==> src/rtl/add_sub_pkg.sv <==
// Shared definitions for the multi-word add/subtract sequencer and its slice.
package add_sub_pkg;

    localparam int WIDTH_DEF  = 8;
    localparam int NWORDS_DEF = 4;

    // State encoding; the unused code 2'd3 recovers to IDLE.
    localparam logic [1:0] S_IDLE = 2'd0;
    localparam logic [1:0] S_RUN  = 2'd1;
    localparam logic [1:0] S_DONE = 2'd2;

    typedef enum logic [1:0] {
        ST_IDLE = S_IDLE,
        ST_RUN  = S_RUN,
        ST_DONE = S_DONE,
        ST_BAD  = 2'd3
    } state_t;

endpackage

==> src/rtl/mw_add_sub_seq_if.sv <==
// Request/result bundle of the multi-word add/subtract sequencer.
//
// Handshake: both channels are valid/ready. A request transfers on a rising
// edge where i_valid and o_ready are both 1; a result transfers on a rising
// edge where o_valid and i_ready are both 1. o_ready and o_valid are
// registered and never depend combinationally on i_valid or i_ready. Once
// o_valid is high, o_result and the flags hold until the transfer edge.
interface mw_add_sub_seq_if #(
    parameter int WIDTH  = 8,
    parameter int NWORDS = 4
);
    localparam int W = WIDTH * NWORDS;

    logic         i_valid;
    logic         o_ready;
    logic [W-1:0] i_a;
    logic [W-1:0] i_b;
    logic         i_add_sub;
    logic         o_valid;
    logic         i_ready;
    logic [W-1:0] o_result;
    logic         o_cout;
    logic         o_ovf;
    logic         o_zero;

    modport master (
        output i_valid, i_a, i_b, i_add_sub, i_ready,
        input  o_ready, o_valid, o_result, o_cout, o_ovf, o_zero
    );

    modport slave (
        input  i_valid, i_a, i_b, i_add_sub, i_ready,
        output o_ready, o_valid, o_result, o_cout, o_ovf, o_zero
    );

endinterface

==> src/rtl/mw_add_sub_seq_add_sub.sv <==
// Single-word add/subtract slice: sel=1 inverts b so that cin=1 completes
// the two's-complement subtract. Purely combinational.
module add_sub #(
    parameter int WIDTH = 8
) (
    input  logic [WIDTH-1:0] a,
    input  logic [WIDTH-1:0] b,
    input  logic             cin,
    input  logic             sel,
    output logic [WIDTH-1:0] sum,
    output logic             cout
);

    assign {cout, sum} = {1'b0, a} + {1'b0, b ^ {WIDTH{sel}}} + {{WIDTH{1'b0}}, cin};

endmodule

==> src/rtl/mw_add_sub_seq.sv <==
// Multi-word add/subtract sequencer: accepts one wide operation, walks it
// through the single-word slice LSW first with a registered carry, and
// returns the full result with carry, signed-overflow and zero flags.
module mw_add_sub_seq
    import add_sub_pkg::*;
#(
    parameter int WIDTH  = WIDTH_DEF,
    parameter int NWORDS = NWORDS_DEF
) (
    input  logic              i_clk,
    input  logic              i_rst_n,
    mw_add_sub_seq_if.slave   bus,
    output logic [1:0]        o_dbg_state
);

    localparam int IDX_W = (NWORDS > 2) ? $clog2(NWORDS) : 1;
    localparam logic [IDX_W-1:0] IDX_LAST = IDX_W'(NWORDS - 1);

    state_t state_q, state_d;

    logic [NWORDS-1:0][WIDTH-1:0] a_q, b_q, res_q, res_final;
    logic                         op_q;
    logic                         carry_q;
    logic [IDX_W-1:0]             idx_q;

    logic [WIDTH-1:0] sl_a, sl_b, sl_sum;
    logic             sl_cout;

    logic accept, step, finish;
    logic ready_d, valid_d;

    assign sl_a        = a_q[idx_q];
    assign sl_b        = b_q[idx_q];
    assign o_dbg_state = state_q;

    add_sub #(.WIDTH(WIDTH)) u_slice (
        .a    (sl_a),
        .b    (sl_b),
        .cin  (carry_q),
        .sel  (op_q),
        .sum  (sl_sum),
        .cout (sl_cout)
    );

    // Next-state and control strobes; handshake outputs follow the next state.
    always_comb begin
        state_d = state_q;
        accept  = 1'b0;
        step    = 1'b0;
        finish  = 1'b0;
        case (state_q)
            ST_IDLE: begin
                if (bus.o_ready && bus.i_valid) begin
                    accept  = 1'b1;
                    state_d = ST_RUN;
                end
            end
            ST_RUN: begin
                step = 1'b1;
                if (idx_q == IDX_LAST) begin
                    finish  = 1'b1;
                    state_d = ST_DONE;
                end
            end
            ST_DONE: begin
                if (bus.i_ready) begin
                    state_d = ST_IDLE;
                end
            end
            default: state_d = ST_IDLE;
        endcase
        ready_d = (state_d == ST_IDLE);
        valid_d = (state_d == ST_DONE);
    end

    // Final result: lower words already registered, top word straight from the slice.
    always_comb begin
        res_final             = res_q;
        res_final[NWORDS-1]   = sl_sum;
    end

    // State register.
    always_ff @(posedge i_clk or negedge i_rst_n) begin
        if (!i_rst_n) begin
            state_q <= ST_IDLE;
        end else begin
            state_q <= state_d;
        end
    end

    // Registered handshake outputs.
    always_ff @(posedge i_clk or negedge i_rst_n) begin
        if (!i_rst_n) begin
            bus.o_ready <= 1'b0;
            bus.o_valid <= 1'b0;
        end else begin
            bus.o_ready <= ready_d;
            bus.o_valid <= valid_d;
        end
    end

    // Operand capture, word walk with registered carry, and result/flag update.
    always_ff @(posedge i_clk or negedge i_rst_n) begin
        if (!i_rst_n) begin
            a_q          <= '0;
            b_q          <= '0;
            res_q        <= '0;
            op_q         <= 1'b0;
            carry_q      <= 1'b0;
            idx_q        <= '0;
            bus.o_result <= '0;
            bus.o_cout   <= 1'b0;
            bus.o_ovf    <= 1'b0;
            bus.o_zero   <= 1'b0;
        end else begin
            if (accept) begin
                a_q     <= bus.i_a;
                b_q     <= bus.i_b;
                op_q    <= bus.i_add_sub;
                carry_q <= bus.i_add_sub;
                idx_q   <= '0;
            end
            if (step) begin
                res_q[idx_q] <= sl_sum;
                carry_q      <= sl_cout;
                idx_q        <= finish ? '0 : idx_q + IDX_W'(1);
            end
            if (finish) begin
                bus.o_result <= res_final;
                bus.o_cout   <= sl_cout;
                bus.o_ovf    <= (a_q[NWORDS-1][WIDTH-1] ^ sl_sum[WIDTH-1])
                              & ((b_q[NWORDS-1][WIDTH-1] ^ op_q) ^ sl_sum[WIDTH-1]);
                bus.o_zero   <= (res_final == '0);
            end
        end
    end

endmodule
==> src/flat_wrapper.sv <==
// flat-port wrapper written by rule: the top's interface ports become plain ports
module mw_add_sub_seq_flat import add_sub_pkg::*;
#(
    parameter int WIDTH  = WIDTH_DEF,
    parameter int NWORDS = NWORDS_DEF
)
  (i_clk, i_rst_n, o_dbg_state, bus_i_valid, bus_i_a, bus_i_b, bus_i_add_sub, bus_i_ready, bus_o_ready, bus_o_valid, bus_o_result, bus_o_cout, bus_o_ovf, bus_o_zero);
  mw_add_sub_seq_if #(.WIDTH(WIDTH), .NWORDS(NWORDS)) bus_i ();
  input  logic i_clk;
  input  logic i_rst_n;
  output logic [1:0] o_dbg_state;
  input wire logic [$bits(bus_i.i_valid)-1:0] bus_i_valid;
  input wire logic [$bits(bus_i.i_a)-1:0] bus_i_a;
  input wire logic [$bits(bus_i.i_b)-1:0] bus_i_b;
  input wire logic [$bits(bus_i.i_add_sub)-1:0] bus_i_add_sub;
  input wire logic [$bits(bus_i.i_ready)-1:0] bus_i_ready;
  output wire logic [$bits(bus_i.o_ready)-1:0] bus_o_ready;
  output wire logic [$bits(bus_i.o_valid)-1:0] bus_o_valid;
  output wire logic [$bits(bus_i.o_result)-1:0] bus_o_result;
  output wire logic [$bits(bus_i.o_cout)-1:0] bus_o_cout;
  output wire logic [$bits(bus_i.o_ovf)-1:0] bus_o_ovf;
  output wire logic [$bits(bus_i.o_zero)-1:0] bus_o_zero;
  assign bus_i.i_valid = bus_i_valid;
  assign bus_i.i_a = bus_i_a;
  assign bus_i.i_b = bus_i_b;
  assign bus_i.i_add_sub = bus_i_add_sub;
  assign bus_i.i_ready = bus_i_ready;
  assign bus_o_ready = bus_i.o_ready;
  assign bus_o_valid = bus_i.o_valid;
  assign bus_o_result = bus_i.o_result;
  assign bus_o_cout = bus_i.o_cout;
  assign bus_o_ovf = bus_i.o_ovf;
  assign bus_o_zero = bus_i.o_zero;
  mw_add_sub_seq #(.WIDTH(WIDTH), .NWORDS(NWORDS)) u_core (.i_clk(i_clk), .i_rst_n(i_rst_n), .bus(bus_i), .o_dbg_state(o_dbg_state));
endmodule
==> config.mk <==
export PLATFORM = sky130hd
export DESIGN_NAME = mw_add_sub_seq_flat
export DESIGN_NICKNAME = d
export VERILOG_FILES = /design/src/rtl/add_sub_pkg.sv /design/src/rtl/mw_add_sub_seq_if.sv /design/src/rtl/mw_add_sub_seq_add_sub.sv /design/src/rtl/mw_add_sub_seq.sv /design/src/flat_wrapper.sv
export SDC_FILE = /design/constraint.sdc
export NUM_CORES = 1
export LEC_CHECK = 0
export ABC_AREA = 1
export BUFFER_PORTS_ARGS = -buffer_cell sky130_fd_sc_hd__buf_2
export CAP_MARGIN = 15
export CORE_AREA = 2 2 103 105
export CTS_CLUSTER_DIAMETER = 30
export DETAILED_ROUTE_END_ITERATION = 16
export DIE_AREA = 0 0 105 107
export GPL_ROUTABILITY_DRIVEN = 1
export PLACE_DENSITY_LB_ADDON = 0.08
export SLEW_MARGIN = 20
export SYNTH_ARGS = -nofsm -noshare
export SYNTH_HDL_FRONTEND = slang
export SYNTH_HIERARCHICAL = 1
export SYNTH_SLANG_ARGS = --single-unit
==> constraint.sdc <==
create_clock -name i_clk -period 8.55 [get_ports i_clk]
set_input_delay 0 -clock i_clk [delete_from_list [all_inputs] [get_ports i_clk]]
set_output_delay 0 -clock i_clk [all_outputs]
set_load 0.01 [all_outputs]
==> results of run 1 <==
## state kept, by name, indices dropped and copies added (netlist names)
| register | count |
|---|---|
| u_core/bus.o_zero | 1 |
| u_core/idx_q | 2 |
| u_core/res_final | 24 |
| u_core/b_q | 32 |
| u_core/bus.o_ovf | 1 |
| u_core/op_q | 1 |
| u_core/bus.o_result | 32 |
| u_core/bus.o_cout | 1 |
| u_core/carry_q | 1 |
| u_core/a_q | 32 |
| u_core/bus.o_valid | 1 |
| u_core/bus.o_ready | 1 |
| u_core/o_dbg_state | 2 |
## final cells by class
cell class	instances	area (µm²)
Fill cell	742	2350
Clock buffer	21	459
Inverter	38	143
Multi-Input combinational cell	526	2350
Tap cell	136	170
Sequential cell	131	3280
Timing Repair Buffer	177	1230
Clock inverter	10	108
## kinds of logic (layout without fill, tap and decap cells)
family,Yosys count,in the layout
flops,131,131
simple gates,404,404
xor+xnor,12,12
compound gates,97,97
buf+inv,71,246
fa+ha+maj,13,13
## report_power, final
part	internal (mW)	switching, mW	total, mW
clock network	0.433	0.259	0.692
registers	0.905	0.214	1.12
logic	0.606	1.17	1.77
total	1.94	1.64	3.58
## layer usage
| layer | track usage (%) | vias up |
|---|---|---|
| met5 | 0 | - |
| met4 | 10.0 | 0 |
| met3 | 6.02 | 27 |
| met2 | 50.0 | 177 |
| met1 | 34.7 | 2597 |
| li1 | - | 2618 |
## cells in the final DEF (no fill, tap or decap)
cell type / n
clkbuf_8: 4
o21ai_0: 57
nand3_2: 1
xor2_1: 8
buf_4: 4
o22ai_1: 16
bufinv_16: 2
ha_1: 11
nand3_1: 15
dfrtp_1: 131
nand2_1: 331
a21oi_1: 5
inv_2: 2
dlygate4sd3_1: 67
o31ai_1: 2
o21ai_1: 16
nor2_1: 52
inv_1: 36
o21bai_1: 1
clkbuf_16: 16
clkinv_2: 5
nand4_1: 1
clkinvlp_4: 3
nand2_2: 4
buf_2: 106
clkbuf_1: 1
fa_1: 2
xnor2_1: 4
## cells in the mapped netlist
cell | number | area, µm²
a21oi_1 | 5 | 25.0
buf_2 | 11 | 55.1
buf_4 | 8 | 60.1
clkbuf_1 | 14 | 52.6
dfrtp_1 | 131 | 3280
fa_1 | 2 | 40.0
ha_1 | 11 | 138
inv_1 | 36 | 135
inv_2 | 2 | 7.51
nand2_1 | 331 | 1240
nand2_2 | 4 | 25.0
nand3_1 | 15 | 75.1
nand3_2 | 1 | 10.0
nand4_1 | 1 | 6.26
nor2_1 | 52 | 195
o21ai_0 | 57 | 285
o21ai_1 | 16 | 80.1
o21bai_1 | 1 | 7.51
o22ai_1 | 16 | 100
o31ai_1 | 2 | 15.0
xnor2_1 | 4 | 35.0
xor2_1 | 8 | 70.1
## final timing paths
check / end / slack (ns)
setup / recovery: u_core/bus.o_zero / 4.38
setup reg to reg: u_core/bus.o_zero / 4.38
max in group asynchronous: u_core/b_q[13] / 7.10
min in group i_clk: u_core/a_q[29] / 0.19
hold reg to reg: u_core/bus.o_result[16] / 0.47
hold / removal: u_core/bus.o_result[17] / 0.10
## per-stage QoR
stage / hold slack (ns) / cell area (µm²)
2_1_floorplan: -0.296 / 5940
3_3_place_gp: 0.129 / 6500
3_5_place_dp: 0.134 / 6500
4_1_cts: 0.124 / 7740
5_1_grt: 0.185 / 7740
6_report: 0.104 / 7740
==> reports/results.tsv, run 1 <==
stage	metric	value	unit
synth	yosys.area_share.simple	26.2	%
setup_path	reg2regPathDepth	15	
synth	muxShareOfSynthArea	0	%
clocking	ctsHoldBuffers	67	
die	die_x	105	µm
global_routing	antenna_found_initial	0	
global_routing	grt_pass1_vias	5330	
setup_path	max_stage_delay	0.98	ns
setup_path	required	9.00	ns
drt	antenna_left	0	
setup_path	critPathKind	flip-flop to flip-flop	
drt	drt-pass1-iter-count	5	
place	pre_cts_ws	4.45	ns
clocking	cts_inserted_buffers	17	
drt	routed.top_layer	met4	
place	hpwlAfterDp	9120	µm
cells_and_area	post-route-util	76.7	%
timing	setup_viol	0	
setup_path	crit_family	flip-flops	
timing	max_slew_margin	34.3	%
drt	drt-initial-drc-count	347	
synth	synth_compound_area_share	8.64	%
setup_path	worst-path-stages	15	
clocking	clk_pin_slew	0.06	ns
timing	rsz0062_at_grt	false	
timing	tightest_slew	0.986	ns
synth	yosysWarnings	6	
timing	fmax	240	MHz
power_and_ir_drop	p_leak	4.20	nW
die	initial_core_util	58.8	%
die	core-area	10100	µm²
drt	via_per_inst	5.22	
clocking	clock_tree.root_cell	clkbuf_8	
cells_and_area	drive_above_1_share	16.3	%
drt	drc_errors	0	
clocking	cts_tree	yes	
clocking	clkSinkCount	131	
global_routing	overflow	0	
cells_and_area	fin_nets	973	
setup_path	arrival	4.61	ns
synth	synth_xor_area_share	1.77	%
setup_path	critPathMaxFanout	36	
hold_path	worstHoldPathType	input pin to asynchronous set/reset pin	
setup_path	critPathLaunchType	flip-flop	
drt	detail_route.wl_per_cell	14.6	µm
power_and_ir_drop	power	3.58	mW
timing	final.setup.tns	0	ns
drt	route.met2.wl	7850	µm
run_status	status	complete, no violations	
timing	hold_viol_final	0	
global_routing	grt_usage	28.4	%
clocking	cts.htree.levels	4	
synth	synth_cells	728	
timing	slew_viol_final	0	
job	maxCapViolCount	0	
synth	synth_adder_area_share	2.99	%
cells_and_area	layoutNonFillerInstCount	1039	
setup_path	critPathBufInv	3	
drt	dr_wl_met3	801	µm
setup_path	path_cells	inv_1 > o21ai_0 > o22ai_1 > xnor2_1 > fa_1 > fa_1 > inv_1 > nand3_1 > nand3_1 > xor2_1 > inv_1 > nand3_1 > nor2_1 > nand2_1 > o21bai_1	
clocking	clk_latency	0.53	ns
global_routing	grt_pass1_wl	25100	µm
synth	yosysSeqAreaShare	55.2	%
place	placedCellCount	941	
synth	synth_cell_types	22	
clocking	post-cts-setup-buffers	0	
place	numPortBuffers	107	
drt	num_vias	5419	
timing	fin_ws	4.38	ns
timing	period_share	48.7	%
clocking	clock_path_buffers	2	
timing	fin_skew	0.00995	ns
synth	synth_area	5940	µm²
die	io_pins	108	
clocking	post_cts_resize_count	0	
power_and_ir_drop	ir_drop	0.000255	V
timing	fin_crit	4.17	ns
drt	drt-met1-wl	6220	µm
place	place.gp.congestion	0.864	
synth	syn_area_per_cell	8.16	µm²
synth	synth_top_family_by_area	simple AND/OR/NAND/NOR gates	
setup_path	crit_slowest_cell	dfrtp_1	
cells_and_area	area_delta_synth_final	30.3	%
setup_path	critPathLaunch	u_core/idx_q[0]	
drt	drt-total-wl	15200	µm
power_and_ir_drop	p_per_area	463	nW/µm²
setup_path	setup.worst_path.end_class	flip-flop	
die	die_area	11200	µm²
die	rows	37	
synth	synth_fp_nets	810	
setup_path	r2r-start	u_core/idx_q[0]	
die	die_h	107	µm
global_routing	grt_max_degree	70	
cells_and_area	diodes	0	
synth	ys_ff_latch	131	
(Power assumes the default switching activity.)
==> run 2: changes to the inputs <==
--- a/config.mk
+++ b/config.mk
@@ -8,10 +8,10 @@
 export ABC_AREA = 1
 export BUFFER_PORTS_ARGS = -buffer_cell sky130_fd_sc_hd__buf_2
 export CAP_MARGIN = 15
-export CORE_AREA = 2 2 103 105
+export CORE_AREA = 2 2 106 108
 export CTS_CLUSTER_DIAMETER = 30
 export DETAILED_ROUTE_END_ITERATION = 16
-export DIE_AREA = 0 0 105 107
+export DIE_AREA = 0 0 108 110
 export GPL_ROUTABILITY_DRIVEN = 1
 export PLACE_DENSITY_LB_ADDON = 0.08
 export SLEW_MARGIN = 20
==> constraint.sdc (replaced) <==
create_clock -name i_clk -period 4 [get_ports i_clk]
set_input_delay 0 -clock i_clk [delete_from_list [all_inputs] [get_ports i_clk]]
set_output_delay 0 -clock i_clk [all_outputs]
set_load 0.01 [all_outputs]
==> reports/results.tsv, run 2 (synthesized netlist as in run 1, its figures left out) <==
stage	metric	value	unit
run_status	status	complete, no violations	
cells_and_area	fin_area	7830	µm²
place	pre_cts_ws	0.810	ns
cells_and_area	drive_above_1_share	16.8	%
clocking	clock_tree.root_cell	clkbuf_8	
drt	detail_route.wl_per_cell	14.8	µm
place	numPortBuffers	107	
timing	max_slew_margin	34.1	%
power_and_ir_drop	p_leak	4.24	nW
global_routing	grt_max_degree	72	
timing	slew_viol_final	0	
hold_path	worstHoldPathType	input pin to asynchronous set/reset pin	
timing	fin_ws	0.677	ns
setup_path	critPathKind	flip-flop to flip-flop	
setup_path	critPathLaunchType	flip-flop	
global_routing	grt_usage	27.6	%
place	place.gp.congestion	0.879	
drt	drt-initial-drc-count	442	
drt	drc_errors	0	
setup_path	path_cells	inv_1 > o21ai_0 > o22ai_1 > xnor2_1 > fa_1 > fa_1 > inv_1 > nand3_1 > nand3_1 > xor2_1 > inv_1 > nand3_1 > nor2_1 > nand2_1 > o21bai_1	
clocking	clkSinkCount	131	
cells_and_area	reg_top3	u_core/a_q (32), u_core/b_q (32), u_core/bus.o_result (32)	
global_routing	grt_pass1_wl	25300	µm
cells_and_area	fin_nets	977	
die	initial_core_util	55.5	%
drt	via_per_inst	5.18	
setup_path	crit_slowest_cell	inv_1	
drt	drt-pass1-iter-count	6	
die	io_pins	108	
die	rows	38	
timing	worst_hold_slack	0.142	ns
job	maxCapViolCount	0	
die	die_h	110	µm
global_routing	antenna_found_initial	0	
timing	setup_viol	0	
clocking	post_cts_resize_count	0	
clocking	post-cts-setup-buffers	0	
die	die_area	11900	µm²
timing	fmax	301	MHz
timing	fin_crit	3.32	ns
setup_path	critPathMaxFanout	27	
power_and_ir_drop	p_per_area	1010	nW/µm²
cells_and_area	layout_commonest_cell	nand2_1	
setup_path	required	4.45	ns
timing	tightest_slew	0.988	ns
cells_and_area	diodes	0	
drt	num_vias	5427	
clocking	clk_latency	0.53	ns
clocking	cts_inserted_buffers	17	
drt	antenna_left	0	
place	placed_cell_area	6540	µm²
setup_path	arrival	3.77	ns
drt	drt-total-wl	15500	µm
cells_and_area	nFillCells	780	
cells_and_area	area_delta_synth_final	31.8	%
clocking	clk_pin_slew	0.06	ns
timing	fin_skew	0.00778	ns
clocking	clock_path_buffers	2	
timing	hold_viol_final	0	
global_routing	overflow	0	
setup_path	setup.worst_path.end_class	flip-flop	
die	core-area	10700	µm²
setup_path	max_stage_delay	0.54	ns
cells_and_area	post-route-util	73.2	%
timing	final.setup.tns	0	ns
cells_and_area	final_cell_mix	nand2_1, dfrtp_1, buf_2	
place	hpwlAfterDp	9410	µm
power_and_ir_drop	ir_drop	0.000697	V
clocking	cts.htree.levels	4	
timing	rsz0062_at_grt	false	
die	die_x	108	µm
clocking	cts_tree	yes	
timing	period_share	83.1	%
global_routing	grt_pass1_vias	5405	
clocking	ctsHoldBuffers	67	
## run 2: changes by cell type in the layout (fill, tap and decap cells not counted)
cell	change
clkinv_2	-3
buf_4	+4
clkbuf_1	-1
clkinv_4	+1
inv_6	+2
clkbuf_8	-1
bufinv_16	+2
## run 2: area by class of cell
| type | instances | area (µm²) | area share, % |
|---|---|---|---|
| inverters | 38 | 143 | 1.82 |
| clock buffers | 19 | 442 | 5.64 |
| clock inverters | 12 | 179 | 2.29 |
| flip-flops and latches | 131 | 3280 | 41.9 |
| well taps | 140 | 175 | 2.24 |
| repair buffers | 181 | 1260 | 16.1 |
| multi-input cells | 526 | 2350 | 30.0 |
## run 2: stage by stage
stage	total power, mW	instances
after detailed placement	6.12	949
after global placement	5.96	949
after floorplan	4.97	728
after global routing	8.59	1047
final	7.94	1047
after CTS	7.86	1047
## run 2: final timing paths
check | startpoint | endpoint | slack [ns] | cells past startpoint
min in group i_clk | bus_i_b[13] | u_core/b_q[13] | 0.20 | 4
worst max register to register | u_core/idx_q[0] | u_core/bus.o_zero | 0.68 | 15
worst min-delay path | i_rst_n | u_core/bus.o_result[19] | 0.14 | 2
max in group asynchronous | i_rst_n | u_core/b_q[17] | 2.76 | 3
worst max-delay path | u_core/idx_q[0] | u_core/bus.o_zero | 0.68 | 15
worst min register to register | u_core/bus.o_result[10] | u_core/bus.o_result[10] | 0.47 | 2
## run 2: critical path: cells and delay by family, from the launching register on
kind | cells | cell delay [ns]
fa+ha+maj | 2 | 0.88
buf+inv | 3 | 0.79
compound gates | 3 | 0.55
simple gates | 5 | 0.46
flops | 1 | 0.38
xor+xnor | 2 | 0.18
## run 2: where the power goes
part	switching, mW	total, mW	internal (mW)
Sequential	0.395	2.33	1.93
Clock	0.585	1.63	1.04
Combinational	2.66	3.98	1.32
## run 2: per-layer routing
| metal | share of wire (%) | up-vias | GRT usage (%) |
|---|---|---|---|
| li1 | - | 2619 | - |
| met1 | 42 | 2570 | 33.0 |
| met2 | 51 | 196 | 49.2 |
| met3 | 4.7 | 42 | 5.58 |
| met4 | 2.1 | 0 | 10.6 |
| met5 | 0 | - | 0 |
==> run 3: changes to the inputs <==
==> constraint.sdc (replaced) <==
create_clock -name i_clk -period 3.5 [get_ports i_clk]
set_input_delay 0 -clock i_clk [delete_from_list [all_inputs] [get_ports i_clk]]
set_output_delay 0 -clock i_clk [all_outputs]
set_load 0.01 [all_outputs]
==> reports/results.tsv, run 3 (synthesized netlist as in run 1, its figures left out) <==
stage	metric	value	unit
run_status	status	complete, no violations	
timing	slew_viol_final	0	
place	pre_cts_ws	0.567	ns
power_and_ir_drop	power	8.84	mW
power_and_ir_drop	p_per_area	1130	nW/µm²
clocking	clock_tree.root_cell	clkbuf_8	
power_and_ir_drop	p_leak	4.23	nW
drt	drt-initial-drc-count	342	
power_and_ir_drop	power_switching	4.04	mW
setup_path	setup.worst_path.end_class	flip-flop	
timing	rsz0062_at_grt	false	
cells_and_area	fin_nets	977	
drt	drt-total-wl	15100	µm
die	initial_core_util	55.5	%
global_routing	antenna_found_initial	0	
timing	period_share	85.4	%
job	maxCapViolCount	0	
timing	hold_viol_final	0	
drt	detail_route.wl_per_cell	14.4	µm
place	placed_cell_area	6550	µm²
clocking	clkSinkCount	131	
cells_and_area	post-route-util	73.0	%
clocking	clk_latency	0.53	ns
cells_and_area	final_cell_mix	nand2_1, dfrtp_1, buf_2	
setup_path	max_stage_delay	0.48	ns
die	die_area	11900	µm²
global_routing	overflow	0	
drt	drc_errors	0	
power_and_ir_drop	internal-power	4.79	mW
clocking	clock_path_buffers	2	
drt	antenna_left	0	
setup_path	required	3.95	ns
drt	drt-pass1-iter-count	5	
global_routing	grt_pass1_wl	24800	µm
die	die_h	110	µm
power_and_ir_drop	ir_drop	0.000698	V
drt	via_per_inst	5.09	
cells_and_area	fin_area	7810	µm²
cells_and_area	reg_top3	u_core/a_q (32), u_core/b_q (32), u_core/bus.o_result (32)	
clocking	cts_inserted_buffers	17	
timing	fmax	334	MHz
hold_path	worstHoldPathType	input pin to asynchronous set/reset pin	
cells_and_area	layout_commonest_cell	nand2_1	
global_routing	grt_pass1_vias	5247	
clocking	cts.htree.levels	4	
global_routing	grt_max_degree	84	
timing	fin_crit	2.99	ns
setup_path	critPathKind	flip-flop to flip-flop	
global_routing	grt_usage	27.1	%
timing	tightest_slew	0.979	ns
timing	final.setup.tns	0	ns
setup_path	critPathLaunchType	flip-flop	
setup_path	critPathMaxFanout	19	
setup_path	crit_slowest_cell	fa_1	
setup_path	path_cells	inv_1 > o21ai_0 > o22ai_1 > inv_1 > fa_1 > fa_1 > inv_1 > nand3_1 > nand3_1 > xor2_1 > inv_1 > nand3_1 > nor2_1 > nand2_1 > o21bai_1	
drt	num_vias	5338	
timing	setup_viol	0	
setup_path	critPathBufInv	4	
power_and_ir_drop	combPwrFrac	50.2	%
cells_and_area	diodes	0	
place	place.gp.congestion	0.848	
timing	fin_ws	0.510	ns
clocking	clk_pin_slew	0.06	ns
cells_and_area	drive_above_1_share	16.9	%
cells_and_area	area_delta_synth_final	31.5	%
power_and_ir_drop	seq_power_share	30.2	%
setup_path	arrival	3.44	ns
power_and_ir_drop	swShare	45.8	%
place	numPortBuffers	107	
die	core-area	10700	µm²
setup_path	crit_path_frequent_cell	inv_1	
die	rows	38	
clocking	cts_tree	yes	
timing	max_slew_margin	34.7	%
setup_path	crit_family	adder cells	
power_and_ir_drop	clockPowerShare	19.6	%
clocking	post-cts-setup-buffers	0	
die	io_pins	108	
place	hpwlAfterDp	9360	µm
die	die_x	108	µm
timing	fin_skew	0.00706	ns
==> run 3: cell types whose count changed in the layout (fill, tap and decap cells not counted) <==
cell,before,now
clkinv_2,2,4
buf_4,8,6
buf_6,0,1
bufinv_16,4,2
clkbuf_8,3,4
buf_12,0,1
==> run 3: layout make-up <==
type | instances | area, µm²
clock inverters | 12 | 129
clock buffers | 20 | 455
multi-input cells | 526 | 2350
flip-flops and latches | 131 | 3280
repair buffers | 181 | 1280
inverters | 38 | 143
well taps | 140 | 175
fillers | 823 | 2890
==> run 3: metrics by stage <==
step / instances / hold WS, ns
6_report: 1048 / 0.105
5_1_grt: 1048 / 0.169
4_1_cts: 1048 / 0.181
3_5_place_dp: 949 / 0.197
3_3_place_gp: 949 / 0.193
2_1_floorplan: 728 / -0.296
==> run 3: power by group through the flow <==
stage | sequential (mW) | combinational [mW] | clock (mW)
2_1_floorplan | 2.63 | 3.05 | 0
3_3_place_gp | 2.66 | 4.18 | 0
3_5_place_dp | 2.67 | 4.31 | 0
4_1_cts | 2.67 | 4.41 | 1.76
5_1_grt | 2.75 | 5.04 | 1.82
6_report | 2.67 | 4.44 | 1.73
==> run 3: timing repair <==
item	in CTS	in global routing
hold buffers	67	0
resized for setup	0	0
hold endpoints to repair	151	0
==> run 3: metal layers <==
metal,up-vias,track usage [%],share of wire (%)
met5,-,0,0
met4,0,11.5,2.4
met3,33,5.00,4.2
met2,163,46.9,52
met1,2523,33.6,42
li1,2619,-,-
==> run 3: path summary, 6_finish.rpt <==
check                                        startpoint                 endpoint  slack [ns]  depth (start not counted)
worst min-delay path                            i_rst_n  u_core/bus.o_result[19]        0.10                          2
worst max register to register          u_core/idx_q[1]        u_core/bus.o_zero        0.51                         15
min in group i_clk                          bus_i_a[19]           u_core/a_q[19]        0.19                          4
worst min register to register  u_core/bus.o_result[10]  u_core/bus.o_result[10]        0.47                          2
worst max-delay path                    u_core/idx_q[1]        u_core/bus.o_zero        0.51                         15
max in group asynchronous                       i_rst_n           u_core/b_q[10]        2.66                          3
==> run 3: worst register-to-register path, stage by stage (launching register included) <==
cell,delay (ns)
dfrtp_1,0.37
inv_1,0.37
o21ai_0,0.17
o22ai_1,0.16
inv_1,0.08
fa_1,0.48
fa_1,0.43
inv_1,0.09
nand3_1,0.07
nand3_1,0.10
xor2_1,0.07
inv_1,0.13
nand3_1,0.09
nor2_1,0.13
nand2_1,0.06
o21bai_1,0.13
